## src/rtl/timer_ctrl_pkg.sv

```systemverilog
`timescale 1ns / 1ps
// ---------------------------------------------------------------------------------------------
// timer_ctrl_pkg
//   Shared definitions for the 8051 timer/counter engine: SFR addresses of the four count
//   registers, TMOD mode encodings, a decoded TMOD nibble, and the common counting step used
//   by both timers.
// ---------------------------------------------------------------------------------------------
package timer_ctrl_pkg;

    // Count-register SFR addresses
    localparam logic [7:0] SFR_TL0 = 8'h8A;
    localparam logic [7:0] SFR_TL1 = 8'h8B;
    localparam logic [7:0] SFR_TH0 = 8'h8C;
    localparam logic [7:0] SFR_TH1 = 8'h8D;

    typedef enum logic [1:0] {
        MODE_13B    = 2'b00,
        MODE_16B    = 2'b01,
        MODE_RELOAD = 2'b10,
        MODE_SPLIT  = 2'b11
    } timer_mode_e;

    // One TMOD nibble: [3]GATE [2]C/T [1:0]M
    typedef struct packed {
        logic        gate;
        logic        c_t;
        timer_mode_e mode;
    } tmod_cfg_t;

    // Result of one count step on a {TH,TL} pair
    typedef struct packed {
        logic [7:0] th;
        logic [7:0] tl;
        logic       ovf;
    } timer_step_t;

    // Next value of a timer for one increment in the given mode. MODE_SPLIT is not a counting
    // mode for the shared path: the value holds and no overflow is reported.
    function automatic timer_step_t timer_step(input timer_mode_e mode,
                                               input logic [7:0]  tl,
                                               input logic [7:0]  th);
        timer_step_t r;
        logic [12:0] c13;
        logic [15:0] c16;
        r.tl  = tl;
        r.th  = th;
        r.ovf = 1'b0;
        c13   = {th, tl[4:0]} + 13'd1;
        c16   = {th, tl} + 16'd1;
        case (mode)
            MODE_13B: begin
                // TL[7:5] is not part of the 13-bit count and keeps its value
                r.th  = c13[12:5];
                r.tl  = {tl[7:5], c13[4:0]};
                r.ovf = &{th, tl[4:0]};
            end
            MODE_16B: begin
                r.th  = c16[15:8];
                r.tl  = c16[7:0];
                r.ovf = &{th, tl};
            end
            MODE_RELOAD: begin
                if (tl == 8'hFF) begin
                    r.tl  = th;
                    r.ovf = 1'b1;
                end else begin
                    r.tl = tl + 8'd1;
                end
            end
            default: begin
            end
        endcase
        return r;
    endfunction

endpackage

```

## src/rtl/timer_ctrl_pin_sync.sv

```systemverilog
`timescale 1ns / 1ps
// ---------------------------------------------------------------------------------------------
// timer_pin_sync
//   Two-flop synchroniser for an asynchronous pin, plus a falling-edge detector that samples
//   only on prescaler ticks (so a count needs the pin high on one tick and low on a later one).
//   Ports:
//     clock    in  system clock
//     reset    in  asynchronous active-high reset; all flops reset to 1 (idle-high pin)
//     tick     in  prescaler tick
//     pin_in   in  asynchronous pin
//     pin_out  out EDGE_DETECT=1: one-tick falling-edge event; EDGE_DETECT=0: synchronised level
// ---------------------------------------------------------------------------------------------
module timer_pin_sync #(
    parameter bit EDGE_DETECT = 1'b1
) (
    input  logic clock,
    input  logic reset,
    input  logic tick,
    input  logic pin_in,
    output logic pin_out
);

    logic meta_q, meta_d;
    logic sync_q, sync_d;
    logic last_q, last_d;
    logic fall;

    always_ff @(posedge clock or posedge reset) begin
        if (reset) begin
            meta_q <= 1'b1;
            sync_q <= 1'b1;
            last_q <= 1'b1;
        end else begin
            meta_q <= meta_d;
            sync_q <= sync_d;
            last_q <= last_d;
        end
    end

    always_comb begin
        meta_d = pin_in;
        sync_d = meta_q;
        last_d = last_q;
        if (tick) begin
            last_d = sync_q;
        end
    end

    assign fall    = tick & last_q & ~sync_q;
    assign pin_out = EDGE_DETECT ? fall : sync_q;

endmodule

```

## src/rtl/timer_ctrl.sv

```systemverilog
`timescale 1ns / 1ps
// ---------------------------------------------------------------------------------------------
// timer_ctrl
//   8051 Timer0/Timer1 engine. Owns TL0/TH0/TL1/TH1, runs them from a machine-cycle prescaler
//   according to TMOD and the TR0/TR1 run bits, and emits registered one-clock overflow pulses
//   towards TCON (tf0_set/tf1_set) and the UART baud logic (t1_ovf).
//   Ports:
//     clock, reset          system clock; asynchronous active-high reset
//     data_in, addr         SFR write data and address
//     wr_en, wr_bit_en      write strobe; byte writes need wr_en & !wr_bit_en
//     tmod_data             TMOD: [7]GATE1 [6]C/T1 [5:4]M1 [3]GATE0 [2]C/T0 [1:0]M0
//     tr0, tr1              TCON run bits
//     int0, int1            external interrupt pins (gating), asynchronous
//     t0, t1                external count pins, asynchronous
//     tl0, th0, tl1, th1    count registers
//     tf0_set, tf1_set      overflow pulses to TCON
//     t1_ovf                Timer1 overflow pulse in every mode
// ---------------------------------------------------------------------------------------------
module timer_ctrl
    import timer_ctrl_pkg::*;
#(
    parameter int unsigned PRESCALE = 12
) (
    input  logic       clock,
    input  logic       reset,
    input  logic [7:0] data_in,
    input  logic [7:0] addr,
    input  logic       wr_en,
    input  logic       wr_bit_en,
    input  logic [7:0] tmod_data,
    input  logic       tr0,
    input  logic       tr1,
    input  logic       int0,
    input  logic       int1,
    input  logic       t0,
    input  logic       t1,
    output logic [7:0] tl0,
    output logic [7:0] th0,
    output logic [7:0] tl1,
    output logic [7:0] th1,
    output logic       tf0_set,
    output logic       tf1_set,
    output logic       t1_ovf
);

    localparam int unsigned PsW = (PRESCALE > 1) ? $clog2(PRESCALE) : 1;

    // -----------------------------------------------------------------------------------------
    // Prescaler
    // -----------------------------------------------------------------------------------------
    logic [PsW-1:0] ps_q, ps_d;
    logic           tick;

    assign tick = (ps_q == PsW'(PRESCALE - 1));

    always_comb begin
        ps_d = ps_q + PsW'(1);
        if (tick) begin
            ps_d = '0;
        end
    end

    // -----------------------------------------------------------------------------------------
    // Pin synchronisers
    // -----------------------------------------------------------------------------------------
    logic t0_fall, t1_fall, int0_lvl, int1_lvl;

    timer_pin_sync #(.EDGE_DETECT(1'b1)) u_sync_t0 (
        .clock   (clock),
        .reset   (reset),
        .tick    (tick),
        .pin_in  (t0),
        .pin_out (t0_fall)
    );

    timer_pin_sync #(.EDGE_DETECT(1'b1)) u_sync_t1 (
        .clock   (clock),
        .reset   (reset),
        .tick    (tick),
        .pin_in  (t1),
        .pin_out (t1_fall)
    );

    timer_pin_sync #(.EDGE_DETECT(1'b0)) u_sync_int0 (
        .clock   (clock),
        .reset   (reset),
        .tick    (tick),
        .pin_in  (int0),
        .pin_out (int0_lvl)
    );

    timer_pin_sync #(.EDGE_DETECT(1'b0)) u_sync_int1 (
        .clock   (clock),
        .reset   (reset),
        .tick    (tick),
        .pin_in  (int1),
        .pin_out (int1_lvl)
    );

    // -----------------------------------------------------------------------------------------
    // Configuration and enables
    // -----------------------------------------------------------------------------------------
    tmod_cfg_t cfg0, cfg1;
    logic      t0_split;
    logic      byte_wr;
    logic      wr_tl0, wr_th0, wr_tl1, wr_th1;
    logic      run0, run1;
    logic      inc0, inc1, th0_inc;

    assign cfg0     = tmod_cfg_t'(tmod_data[3:0]);
    assign cfg1     = tmod_cfg_t'(tmod_data[7:4]);
    assign t0_split = (cfg0.mode == MODE_SPLIT);

    assign byte_wr = wr_en & ~wr_bit_en;
    assign wr_tl0  = byte_wr & (addr == SFR_TL0);
    assign wr_th0  = byte_wr & (addr == SFR_TH0);
    assign wr_tl1  = byte_wr & (addr == SFR_TL1);
    assign wr_th1  = byte_wr & (addr == SFR_TH1);

    assign run0 = tr0 & (~cfg0.gate | int0_lvl);
    // With Timer0 split, TR1 belongs to TH0, so Timer1 runs on its gate condition alone
    assign run1 = (t0_split | tr1) & (~cfg1.gate | int1_lvl);

    assign inc0    = run0 & tick & (cfg0.c_t ? t0_fall : 1'b1);
    assign inc1    = run1 & tick & (cfg1.c_t ? t1_fall : 1'b1);
    assign th0_inc = tick & tr1;

    // -----------------------------------------------------------------------------------------
    // Timer0
    // -----------------------------------------------------------------------------------------
    logic [7:0]  tl0_q, tl0_d, th0_q, th0_d;
    logic        ovf0, ovf_th0;
    timer_step_t step0;

    always_comb begin
        tl0_d   = tl0_q;
        th0_d   = th0_q;
        ovf0    = 1'b0;
        ovf_th0 = 1'b0;
        step0   = timer_step(cfg0.mode, tl0_q, th0_q);
        if (t0_split) begin
            // Two independent 8-bit halves; a write only blocks the half it targets
            if (wr_tl0) begin
                tl0_d = data_in;
            end else if (inc0) begin
                tl0_d = tl0_q + 8'd1;
                ovf0  = (tl0_q == 8'hFF);
            end
            if (wr_th0) begin
                th0_d = data_in;
            end else if (th0_inc) begin
                th0_d   = th0_q + 8'd1;
                ovf_th0 = (th0_q == 8'hFF);
            end
        end else if (wr_tl0 || wr_th0) begin
            if (wr_tl0) begin
                tl0_d = data_in;
            end
            if (wr_th0) begin
                th0_d = data_in;
            end
        end else if (inc0) begin
            tl0_d = step0.tl;
            th0_d = step0.th;
            ovf0  = step0.ovf;
        end
    end

    // -----------------------------------------------------------------------------------------
    // Timer1 (mode 3 holds: timer_step returns the value unchanged with no overflow)
    // -----------------------------------------------------------------------------------------
    logic [7:0]  tl1_q, tl1_d, th1_q, th1_d;
    logic        ovf1;
    timer_step_t step1;

    always_comb begin
        tl1_d = tl1_q;
        th1_d = th1_q;
        ovf1  = 1'b0;
        step1 = timer_step(cfg1.mode, tl1_q, th1_q);
        if (wr_tl1 || wr_th1) begin
            if (wr_tl1) begin
                tl1_d = data_in;
            end
            if (wr_th1) begin
                th1_d = data_in;
            end
        end else if (inc1) begin
            tl1_d = step1.tl;
            th1_d = step1.th;
            ovf1  = step1.ovf;
        end
    end

    // -----------------------------------------------------------------------------------------
    // Overflow pulses
    // -----------------------------------------------------------------------------------------
    logic tf0_set_q, tf0_set_d;
    logic tf1_set_q, tf1_set_d;
    logic t1_ovf_q, t1_ovf_d;

    always_comb begin
        tf0_set_d = ovf0;
        tf1_set_d = t0_split ? ovf_th0 : ovf1;
        t1_ovf_d  = ovf1;
    end

    // -----------------------------------------------------------------------------------------
    // State
    // -----------------------------------------------------------------------------------------
    always_ff @(posedge clock or posedge reset) begin
        if (reset) begin
            ps_q      <= '0;
            tl0_q     <= 8'h00;
            th0_q     <= 8'h00;
            tl1_q     <= 8'h00;
            th1_q     <= 8'h00;
            tf0_set_q <= 1'b0;
            tf1_set_q <= 1'b0;
            t1_ovf_q  <= 1'b0;
        end else begin
            ps_q      <= ps_d;
            tl0_q     <= tl0_d;
            th0_q     <= th0_d;
            tl1_q     <= tl1_d;
            th1_q     <= th1_d;
            tf0_set_q <= tf0_set_d;
            tf1_set_q <= tf1_set_d;
            t1_ovf_q  <= t1_ovf_d;
        end
    end

    assign tl0     = tl0_q;
    assign th0     = th0_q;
    assign tl1     = tl1_q;
    assign th1     = th1_q;
    assign tf0_set = tf0_set_q;
    assign tf1_set = tf1_set_q;
    assign t1_ovf  = t1_ovf_q;

endmodule

```

## config.mk

```make
export PLATFORM = sky130hd
export DESIGN_NAME = timer_ctrl
export DESIGN_NICKNAME = d
export VERILOG_FILES = /design/src/rtl/timer_ctrl_pkg.sv /design/src/rtl/timer_ctrl_pin_sync.sv /design/src/rtl/timer_ctrl.sv
export SDC_FILE = /design/constraint.sdc
export NUM_CORES = 1
export LEC_CHECK = 0
export CAP_MARGIN = 10
export CORE_UTILIZATION = 39
export CTS_CLUSTER_DIAMETER = 120
export CTS_CLUSTER_SIZE = 24
export DETAILED_ROUTE_END_ITERATION = 12
export PLACE_DENSITY_LB_ADDON = 0.1
export SYNTH_ARGS = -nofsm -noshare
export SYNTH_HDL_FRONTEND = slang
export SYNTH_HIERARCHICAL = 1
export SYNTH_SLANG_ARGS = --single-unit
```

## constraint.sdc

```tcl
create_clock -name clock -period 3 [get_ports clock]
set_clock_uncertainty 0.1 [all_clocks]
set_input_delay 0.9 -clock clock [delete_from_list [all_inputs] [get_ports clock]]
set_output_delay 0.9 -clock clock [all_outputs]
set_load 0.1 [all_outputs]
```

# Word level (Yosys, flattened, before mapping)
# Index checks and enable logic that the tools add are counted.
# word_totals
regBits	49
latchBits	0
ramBits	0
mem_bits_ro	0
inputBits	34
out_inout_bits	35
wordCells	134
memories	0
# classes
n_addsub	8
mul	0
n_div	0
n_lt_le_gt_ge	0
n_eq_ne	21
n_shift	0
mux	39
n_bitwise	24
reduce_logical	22
# ops
cell	n
$mux W8	20
$eq A8 B8 Y1 const B	7
$pmux W9 S3	2
$add A16 B1 Y16 const B	2
$pmux W8 S2	2
$reduce_and A16 Y1	2
$add A13 B1 Y13 const B	2
$reduce_and A13 Y1	2
$add A8 B1 Y8 const B	3
$and A1 B1 Y1	16
$mux W1	14
$reduce_and A4 Y1	3
$reduce_bool A4 Y1	3
$ne A3 B3 Y1 const B	3
$reduce_bool A3 Y1	3
$eq A2 B2 Y1 const B	3
$ne A2 B2 Y1 const B	3
$ne A3 B1 Y1 const B	2
$reduce_and A3 Y1	2
$not A1 Y1	5
$reduce_and A5 Y1	1
$reduce_bool A5 Y1	1
$add A4 B1 Y4 const B	1
$eq A2 B1 Y1 const B	2
other kinds (6)	10

# Logic depth before layout (Yosys ltp)
# Gate-level depths: netlist of run 1.
# depth
word_depth	8
ltp_mapped	11
depth_no_buf	9

# Modules after synthesis
# Netlist of run 1, hierarchy kept.
# modules_own_cells
module	n_inst	cells_each	area_each_um2	seq_area_each_um2
timer_ctrl	1	449	3520.9	975.9
timer_pin_sync (u_sync_t0 ...)	2	6	107.6	78.8
timer_pin_sync (u_sync_int0 ...)	2	3	56.3	52.6

# Worst setup path after synthesis of run 1
# No wires, ideal clock.
# synth_timing
path_type	input to register
start	in addr[5]
end	reg tl0_q[6], in the netlist tl0[6]
setup_time_ps	127
arrival_ps	2803
required_time_ps	2773
path_slack_ps	-29
stages	7
n_path_buf	1
path_cell_list	or4b_4 > or4_4 > buf_6 > a21oi_1 > o21ai_2 > nand2_2 > mux2_4
# synth_between
elab_chain_cells	5
elab_cells_between_ends	14
classes_between	eq/ne: 5; mux: 3; bitwise: 2; reduce/logical: 4
# synth_lines
element	line	rtl
from (decl)	timer_ctrl.sv:27	input logic [7:0] addr,
$eq A8 B8 Y1, on equally long branches	timer_ctrl.sv:115, timer_ctrl.sv:116	
$and A1 B1 Y1, on equally long branches	timer_ctrl.sv:115, timer_ctrl.sv:116	
$logic_or A1 B1 Y1	timer_ctrl.sv:155	end else if (wr_tl0 || wr_th0) begin
$ne A3 B3 Y1 (no line) (tied with other cells)	n/a	
$reduce_and A5 Y1 (no line) / $mux W8 (equally long branches)	n/a	
to (signal assigned)	timer_ctrl.sv:223	tl0_q <= tl0_d;
to (decl)	timer_ctrl.sv:131	logic [7:0] tl0_q, tl0_d, th0_q, th0_d;
# Several ways; a longest one is shown, not always the timed one.
# A chain may end at the register's enable or synchronous reset.

# Worst setup path after layout of run 1
# layout_timing
start	in addr[4]
end	reg tl0_q[6], in the netlist tl0[6]
# Same word-level chain as after synthesis.

==> results of run 1 <==
-- per-stage QoR --
step / TNS, ps / worst slack (ps) / util (%) / power, mW / instances
5_1_grt: 0 / 3.37 / 55.5 / 2.23 / 725
3_5_place_dp: -11000 / -535 / 53.8 / 1.71 / 713
2_1_floorplan: 0 / 14.2 / - / 1.42 / 467
3_3_place_gp: -9570 / -487 / 53.8 / 1.70 / 713
6_report: 0 / 69.2 / 55.5 / 2.13 / 725
4_1_cts: 0 / 3.32 / 55.2 / 2.14 / 723
-- power by group through the flow --
stage	sequential [mW]	clock, mW	combinational, mW
final	0.838	0.416	0.873
after global routing	0.846	0.460	0.927
after CTS	0.834	0.435	0.869
after detailed placement	0.847	0	0.862
after global placement	0.846	0	0.858
after floorplan	1.16	0	0.263
-- cell usage after synthesis (3+ instances only) --
master     count
o21ai_1        5
o31ai_1        4
o32ai_1        4
nand3_1       14
inv_1         20
xor2_1         9
o21a_1         3
dfstp_2       10
nor2_1        36
o21ai_0       29
and3b_1        3
o22ai_1        7
a21o_1         3
a22oi_1        3
mux2_4         3
nand4_1       15
and4_1         5
nor2b_1        3
a311oi_1       3
a41oi_1        3
or2_2          3
xnor2_1        7
nand2b_1       8
o221a_2        3
nor3_1        11
and3_1         7
a2bb2oi_1      4
a21oi_1       38
nor4_1         3
nand2_1       53
a31oi_1       10
ha_1          12
o211ai_1       3
clkbuf_1      24
a211oi_1       4
mux2_2         8
dfrtp_1       39
-- what timing repair did --
action,in CTS,in global routing
endpoints found under the hold margin,0,0
setup buffers,1,2
gates cloned,1,0
setup endpoints to repair,23,17
resized for setup,9,4
pin swaps,7,6
-- per-layer routing --
layer  part of all wire (%)  vias to the layer above
met5                      0                        -
met2                     43                      196
met3                    7.8                       16
li1                       -                     2006
met1                     47                     1988
met4                    1.6                        0
-- path summary, 6_finish.rpt --
path                                        to          startpoint  cells past startpoint  slack (ps)
max                                     tl0[6]             addr[4]                      7          70
min                        u_sync_int0/pin_out  u_sync_int0/meta_q                      0         260
max reg2reg                             tl1[6]             ps_q[0]                      9         430
min reg2reg                u_sync_int0/pin_out  u_sync_int0/meta_q                      0         260
max in group asynchronous               th0[0]               reset                      3        1360
min in group asynchronous   u_sync_int1/meta_q               reset                      2         920
-- sequential cells by signal (all words and copies together) (netlist names), 4 cells and up --
signal,cells
ps_q,4
th0,8
th1,8
tl0,8
tl1,8
-- placed cells by master, fill, tap and decap left out, types with 4 or more instances in the layout --
cell type / n
buf_4: 114
nand2_1: 53
dfrtp_1: 39
nor2_1: 36
a21oi_1: 36
clkdlybuf4s50_1: 29
o21ai_0: 27
inv_1: 19
nand4_1: 15
nand3_1: 14
ha_1: 12
nor3_1: 11
a31oi_1: 10
dfstp_2: 10
xor2_1: 9
nand2b_1: 8
mux2_2: 8
xnor2_1: 7
o22ai_1: 7
and3_1: 7
o21ai_1: 6
and4_1: 5
clkbuf_8: 5
o32ai_1: 4
a211oi_1: 4
o31ai_1: 4
a2bb2oi_1: 4
-- final cells by class --
| cell class | count | area (um2) |
|---|---|---|
| clock buffer | 5 | 68.8 |
| clock inverter | 3 | 20.0 |
| fill | 903 | 4190 |
| inverter | 20 | 75.1 |
| multi-input combinational | 372 | 2470 |
| sequential | 49 | 1240 |
| tap | 129 | 161 |
| timing repair buffer | 147 | 1190 |
-- logic make-up (layout without fill, tap and decap cells) --
kind of cell / count (synthesis) / in the layout
AND/OR/NAND/NOR: 180 / 181
multiplexers: 13 / 13
adder cells (fa/ha/maj): 12 / 12
buffers and inverters: 47 / 175
flip-flops: 49 / 49
XOR/XNOR: 16 / 16
AO/OA/AOI/OAI: 150 / 150
==> key figures, run 1 <==
Run status
  – Status: completed

Yosys
  – XOR/XNOR share of the synthesized area: 3.64%
  – Synth area leaders: dfrtp_1, dfstp_2, nand2_1, a21oi_1, ha_1
  – Syn Inst Count: 467
  – Distinct cells, synth: 73
  – Synth async-reset ratio: 100%
  – Main synth FF type: dfrtp_1
  – Syn Area/Cell: ~8.2 um2
  – Synthesis Warnings: 6
  – Post-synth top area share: 25.4%
  – Yosys reg bits: 49
  – Adder-Cell Fraction of Synth Area: 3.90%
  – Main combinational cell family by area after synthesis: compound AO/OA/AOI/OAI gates
  – Synth Area in Compound Gates: between 20% and 30%
  – Number of flops mapped to enable cells by yosys: 0
  – Mapped cell area: 3850 um2
  – Sequential share of the synthesized area: 32.2%
  – Mux cell area share after synthesis: 4.03%
  – Simple-gate share of the synthesized area: 24.9%
  – Mapped Nets: 513
  – Synth area leader: dfrtp_1

Power and ir drop
  – Pwr dens: between 400 and 500 nW/um2
  – Sequential share of power: between 30% and 40%
  – Max VDD drop: 231 uV
  – P_sw: 967 uW
  – Switching Fraction: roughly 45%
  – Combinational share of power: between 40 and 50%
  – Internal power: 1.16 mW
  – Clock share of power: 19.6%
  – Leak pwr: approximately 2.3 nW

GRT
  – Gr usage total: 26.4%
  – Total gr overflow: 0
  – Vias in the first global route: 4033
  – Global routing's busiest layer: met1
  – First-pass GRT wire length: between 20 and 25 mm
  – GRT met3 Usage: 4.14%
  – Initial antenna violation count: 0
  – M2 GR Usage: 39.1%
  – Largest net degree at the start of global routing: 40
  – M1 GR Usage: 39.4%

Placed design
  – Detailed placement HPWL: ~9.5 mm
  – Cell Area, Placed: 5070 um2
  – GP Congestion: 0.948
  – Port Buffer Count: approximately 70

CTS
  – Worst skew pair latency: 310 ps
  – Hold-fix buffers at CTS: 0
  – Clk slew on worst S/H paths: about 100 ps
  – CTS root buf: clkbuf_8
  – CTS H-tree depth: 2
  – CTS Buffer Depth: 2
  – Clock Sinks: 49
  – CTS tree: built
  – TritonCTS buffer count: 5

Worst setup path
  – Worst Path Arrival: between 3000 and 4000 ps
  – Slowest CP cell: or4_4
  – Worst path cell trace: dlygate4sd2_1 -> or4b_4 -> or4_4 -> and2_4 -> o21ai_2 -> nand2_2 -> mux2_4
  – Slowest cell delay on critical path: 630 ps
  – CP Data Required Time: slightly above 3000 ps
  – Setup CP Type: in2reg
  – CP delay by family, top: simple AND/OR/NAND/NOR gates
  – Critical path buffers and inverters: 1
  – Crit path max fanout: 6
  – Worst setup SP type: input port
  – Setup crit end kind: register

Floorplan
  – Initial core utilization: approximately two fifths
  – Die Height: about 100 um
  – Row count: 35
  – Core Area: roughly 9400 um2
  – Full die area: ~10000 um2
  – Die span in x: 101 um
  – # IOs: 69

Timing
  – Setup-failing EPs final: 0
  – Hold WS: between 200 and 300 ps
  – Fin crit share: 97.7%
  – Max-slew violation count: 0
  – Tmin final: 2930 ps
  – Worst slew pin tran: about 570 ps
  – RSZ-0062 raised after global routing: no
  – Final hold violation count: 0
  – Slew margin rel.: 62.1%
  – Top achievable clock speed: 341 MHz

Route
  – Vias per inst: 5.80
  – DRT antenna net count: 0
  – Post-Route WL: 13.0 mm
  – DRC viols: 0
  – Routed len/inst: between 15 and 20 um
  – Routed vias: about 4200
  – DRT Pass-1 Iters: 5
  – Detailed Route Iter0 Violations: 459

Final layout
  – Area grow syn2layout: 35.8%
  – Share of cells above drive strength 1: 28.7%
  – Final instance area: approximately 5200 um2
  – Diode count: 0
  – Final nets: 641

Hold path
  – Hold Crit Class: reg2reg

Flow run
  – Maxcap violations: 0
(Power assumes the default switching activity.)
==> run 2: changes to the inputs <==
--- a/config.mk
+++ b/config.mk
@@ -6,6 +6,7 @@
 export NUM_CORES = 1
 export LEC_CHECK = 0
 export CAP_MARGIN = 10
+export CORE_MARGIN = 2
 export CORE_UTILIZATION = 39
 export CTS_CLUSTER_DIAMETER = 120
 export CTS_CLUSTER_SIZE = 24
==> run 2 against run 1 <==
Sequential share of layout area is 0.068 points higher. Highest routed layer unchanged. Combinational power is 2.6% lower. Sequential cell count stayed put. Sequential power hardly changed. Final area is 0.29% lower. Wire length is 3.5% lower. Via count is 0.86% lower. Critical path type unchanged. Largest cell class unchanged. Setup slack better by 38 ps. Clock power is 15% higher. First-iteration DRC count is 14% lower.
==> key figures, run 2 (synthesis results as in run 1) <==
Run status
  – Status: completed

Route
  – Detailed Route Iter0 Violations: 395 (-14%)
  – Routed len/inst: 17.4 um (-2.9%)
  – Post-Route WL: 12.5 mm (-3.5%)
  – DRC viols: 0 (unchanged)
  – DRT antenna net count: 0 (unchanged)
  – Vias per inst: 5.78 (-0.31%)
  – Routed vias: 4170 (-0.86%)
  – DRT Pass-1 Iters: 5 (unchanged)

Worst setup path
  – Critical path buffers and inverters: 3 (+2)
  – Worst setup SP type: input port
  – FF-to-FF path depth: 8 (-1)
  – Worst path cell trace: clkdlybuf4s50_1 -> inv_1 -> ha_2 -> buf_4 -> or3_1 -> a21oi_1 -> o21ai_0 -> o221a_2
  – CP delay by family, top: buffers and inverters
  – Worst Path Arrival: 3000 ps (-40 ps)
  – Reg-to-reg startpoint: ps_q[0]
  – Setup crit end kind: register
  – Slowest cell delay on critical path: 540 ps (-90 ps)
  – CP Data Required Time: 3100 ps (about the same)
  – Setup CP Type: in2reg
  – Crit path max fanout: 6 (unchanged)
  – RR Endpoint: tl1[7]
  – Slowest CP cell: clkdlybuf4s50_1
  – R2R setup slack: 520 ps (+90 ps)
  – CP startpoint: tmod_data[1]

Floorplan
  – Core Area: 9680 um2 (+2.9%)
  – Die span in x: 103 um (+2.0%)
  – # IOs: 69 (unchanged)
  – Full die area: 10700 um2 (+4.0%)
  – Row count: 36 (+2.9%)
  – Initial core utilization: 39.7% (-1.1 points)
  – Die Height: 103 um (+2.0%)

Timing
  – RSZ-0062 raised after global routing: no
  – Slew margin rel.: 60.2% (-1.8 points)
  – Tmin final: 2890 ps (-37.5 ps)
  – Max-slew violation count: 0 (unchanged)
  – Top achievable clock speed: 346 MHz (+1.3%)
  – Setup-failing EPs final: 0 (unchanged)
  – Fin crit share: 96.4% (-1.3 points)
  – Final hold violation count: 0 (unchanged)
  – Worst slew pin tran: 591 ps (+21.4 ps)

CTS
  – TritonCTS buffer count: 5 (unchanged)
  – Clock Sinks: 49 (unchanged)
  – Worst skew pair latency: 310 ps (about the same)
  – Clk slew on worst S/H paths: 100 ps (about the same)
  – CTS Buffer Depth: 2 (unchanged)
  – CTS root buf: clkbuf_8
  – CTS tree: built
  – Hold-fix buffers at CTS: 0 (unchanged)
  – CTS H-tree depth: 2 (unchanged)
  – Setup bufs post-CTS: 0 (-1)

Placed design
  – Placed cells: 713 (unchanged)
  – Port Buffer Count: 68 (unchanged)
  – GP Congestion: 0.928 (-2.1%)
  – Detailed placement HPWL: 9.50 mm (+0.19%)
  – Cell Area, Placed: 5050 um2 (-0.25%)

Power and ir drop
  – Pwr dens: 416 nW/um2 (+2.3%)
  – Combinational share of power: 39.2% (-1.8 points)
  – Leak pwr: 2.25 nW (-1.4%)
  – Internal power: 1.21 mW (+4.0%)
  – Sequential share of power: 38.8% (-0.6 points)
  – Max VDD drop: 257 uV (+11%)
  – Switching Fraction: 44.4% (-1.1 points)
  – Pwr Total: 2.17 mW (+2.0%)
  – Clock share of power: 22.0% (+2.4 points)
  – P_sw: 963 uW (-0.45%)

Final layout
  – Most frequent cells in the layout: buf_4, nand2_1, dfrtp_1
  – FILL cells: 946 (+4.8%)
  – Final nets: 633 (-1.2%)
  – Area grow syn2layout: 35.4%
  – Final instance area: 5210 um2 (-0.29%)
  – Most common cell after layout, fill and taps aside: buf_4
  – Diode count: 0 (unchanged)
  – Share of cells above drive strength 1: 27.9% (-0.80 points)
  – Non-filler cells, final: 721 (-0.55%)

GRT
  – Vias in the first global route: 3803 (-5.7%)
  – Initial antenna violation count: 0 (unchanged)
  – Total gr overflow: 0 (unchanged)
  – Global routing's busiest layer: met2
  – First-pass GRT wire length: 20.0 mm (-4.5%)
  – Largest net degree at the start of global routing: 40 (unchanged)
  – Gr usage total: 24.1% (-2.4 points)
  – M2 GR Usage: 37.2% (-2.0 points)
  – GRT met3 Usage: 3.16% (-0.98 points)
  – M1 GR Usage: 36.0% (-3.4 points)

Hold path
  – Hold Crit Class: reg2reg
  – Hold path start: u_sync_int0/meta_q
  – Hold path depth: 0 (unchanged)
  – Hold EP: u_sync_int0/pin_out

Flow run
  – Maxcap violations: 0 (unchanged)
## run 2: repair_timing
action                     in CTS  in global routing
setup endpoints to repair      24                 12
resized for setup              10                  4
pin swaps                       6                  0
## run 2: cell type report
cell class                      count  area, um2  share of cell area, %
Timing Repair Buffer              140       1140                   22.0
Multi-Input combinational cell    371       2470                   47.5
Inverter                           20       75.1                   1.44
Sequential cell                    49       1240                   23.8
Clock buffer                        6       93.8                   1.80
Tap cell                          133        166                   3.19
Clock inverter                      2       17.5                  0.336
## run 2: worst max-delay path by stage
stage | endpoint | slack [ps] | depth (start not counted)
4_1_cts | th0[2] | 40 | 11
3_5_place_dp | th0[1] | -460 | 8
2_1_floorplan | tl0[6] | 10 | 7
6_report | tl0[0] | 110 | 8
5_1_grt | th0[1] | 10 | 9
3_3_place_gp | th0[1] | -440 | 8
## run 2: power groups by stage
stage / clock network, mW / registers [mW] / logic, mW
floorplan: 0 / 1.16 / 0.263
global placement: 0 / 0.848 / 0.843
detailed placement: 0 / 0.851 / 0.845
CTS: 0.490 / 0.838 / 0.846
global route: 0.513 / 0.853 / 0.902
finish: 0.478 / 0.841 / 0.850
## run 2: metal layers
| layer | part of all wire, % | up-vias |
|---|---|---|
| met4 | 1.2 | 0 |
| met5 | 0 | - |
| met1 | 47 | 1982 |
| met2 | 45 | 170 |
| met3 | 6.8 | 15 |
| li1 | - | 2003 |
## run 2: per-stage QoR
stage          utilization, %  hold slack [ps]  worst slack [ps]  TNS [ps]
2_1_floorplan               -              245              14.2         0
4_1_cts                  53.5              266              37.0         0
5_1_grt                  53.8              272              11.2         0
3_5_place_dp             52.2              250              -458    -10190
3_3_place_gp             52.2              247              -440     -9190
6_report                 53.8              263               107         0
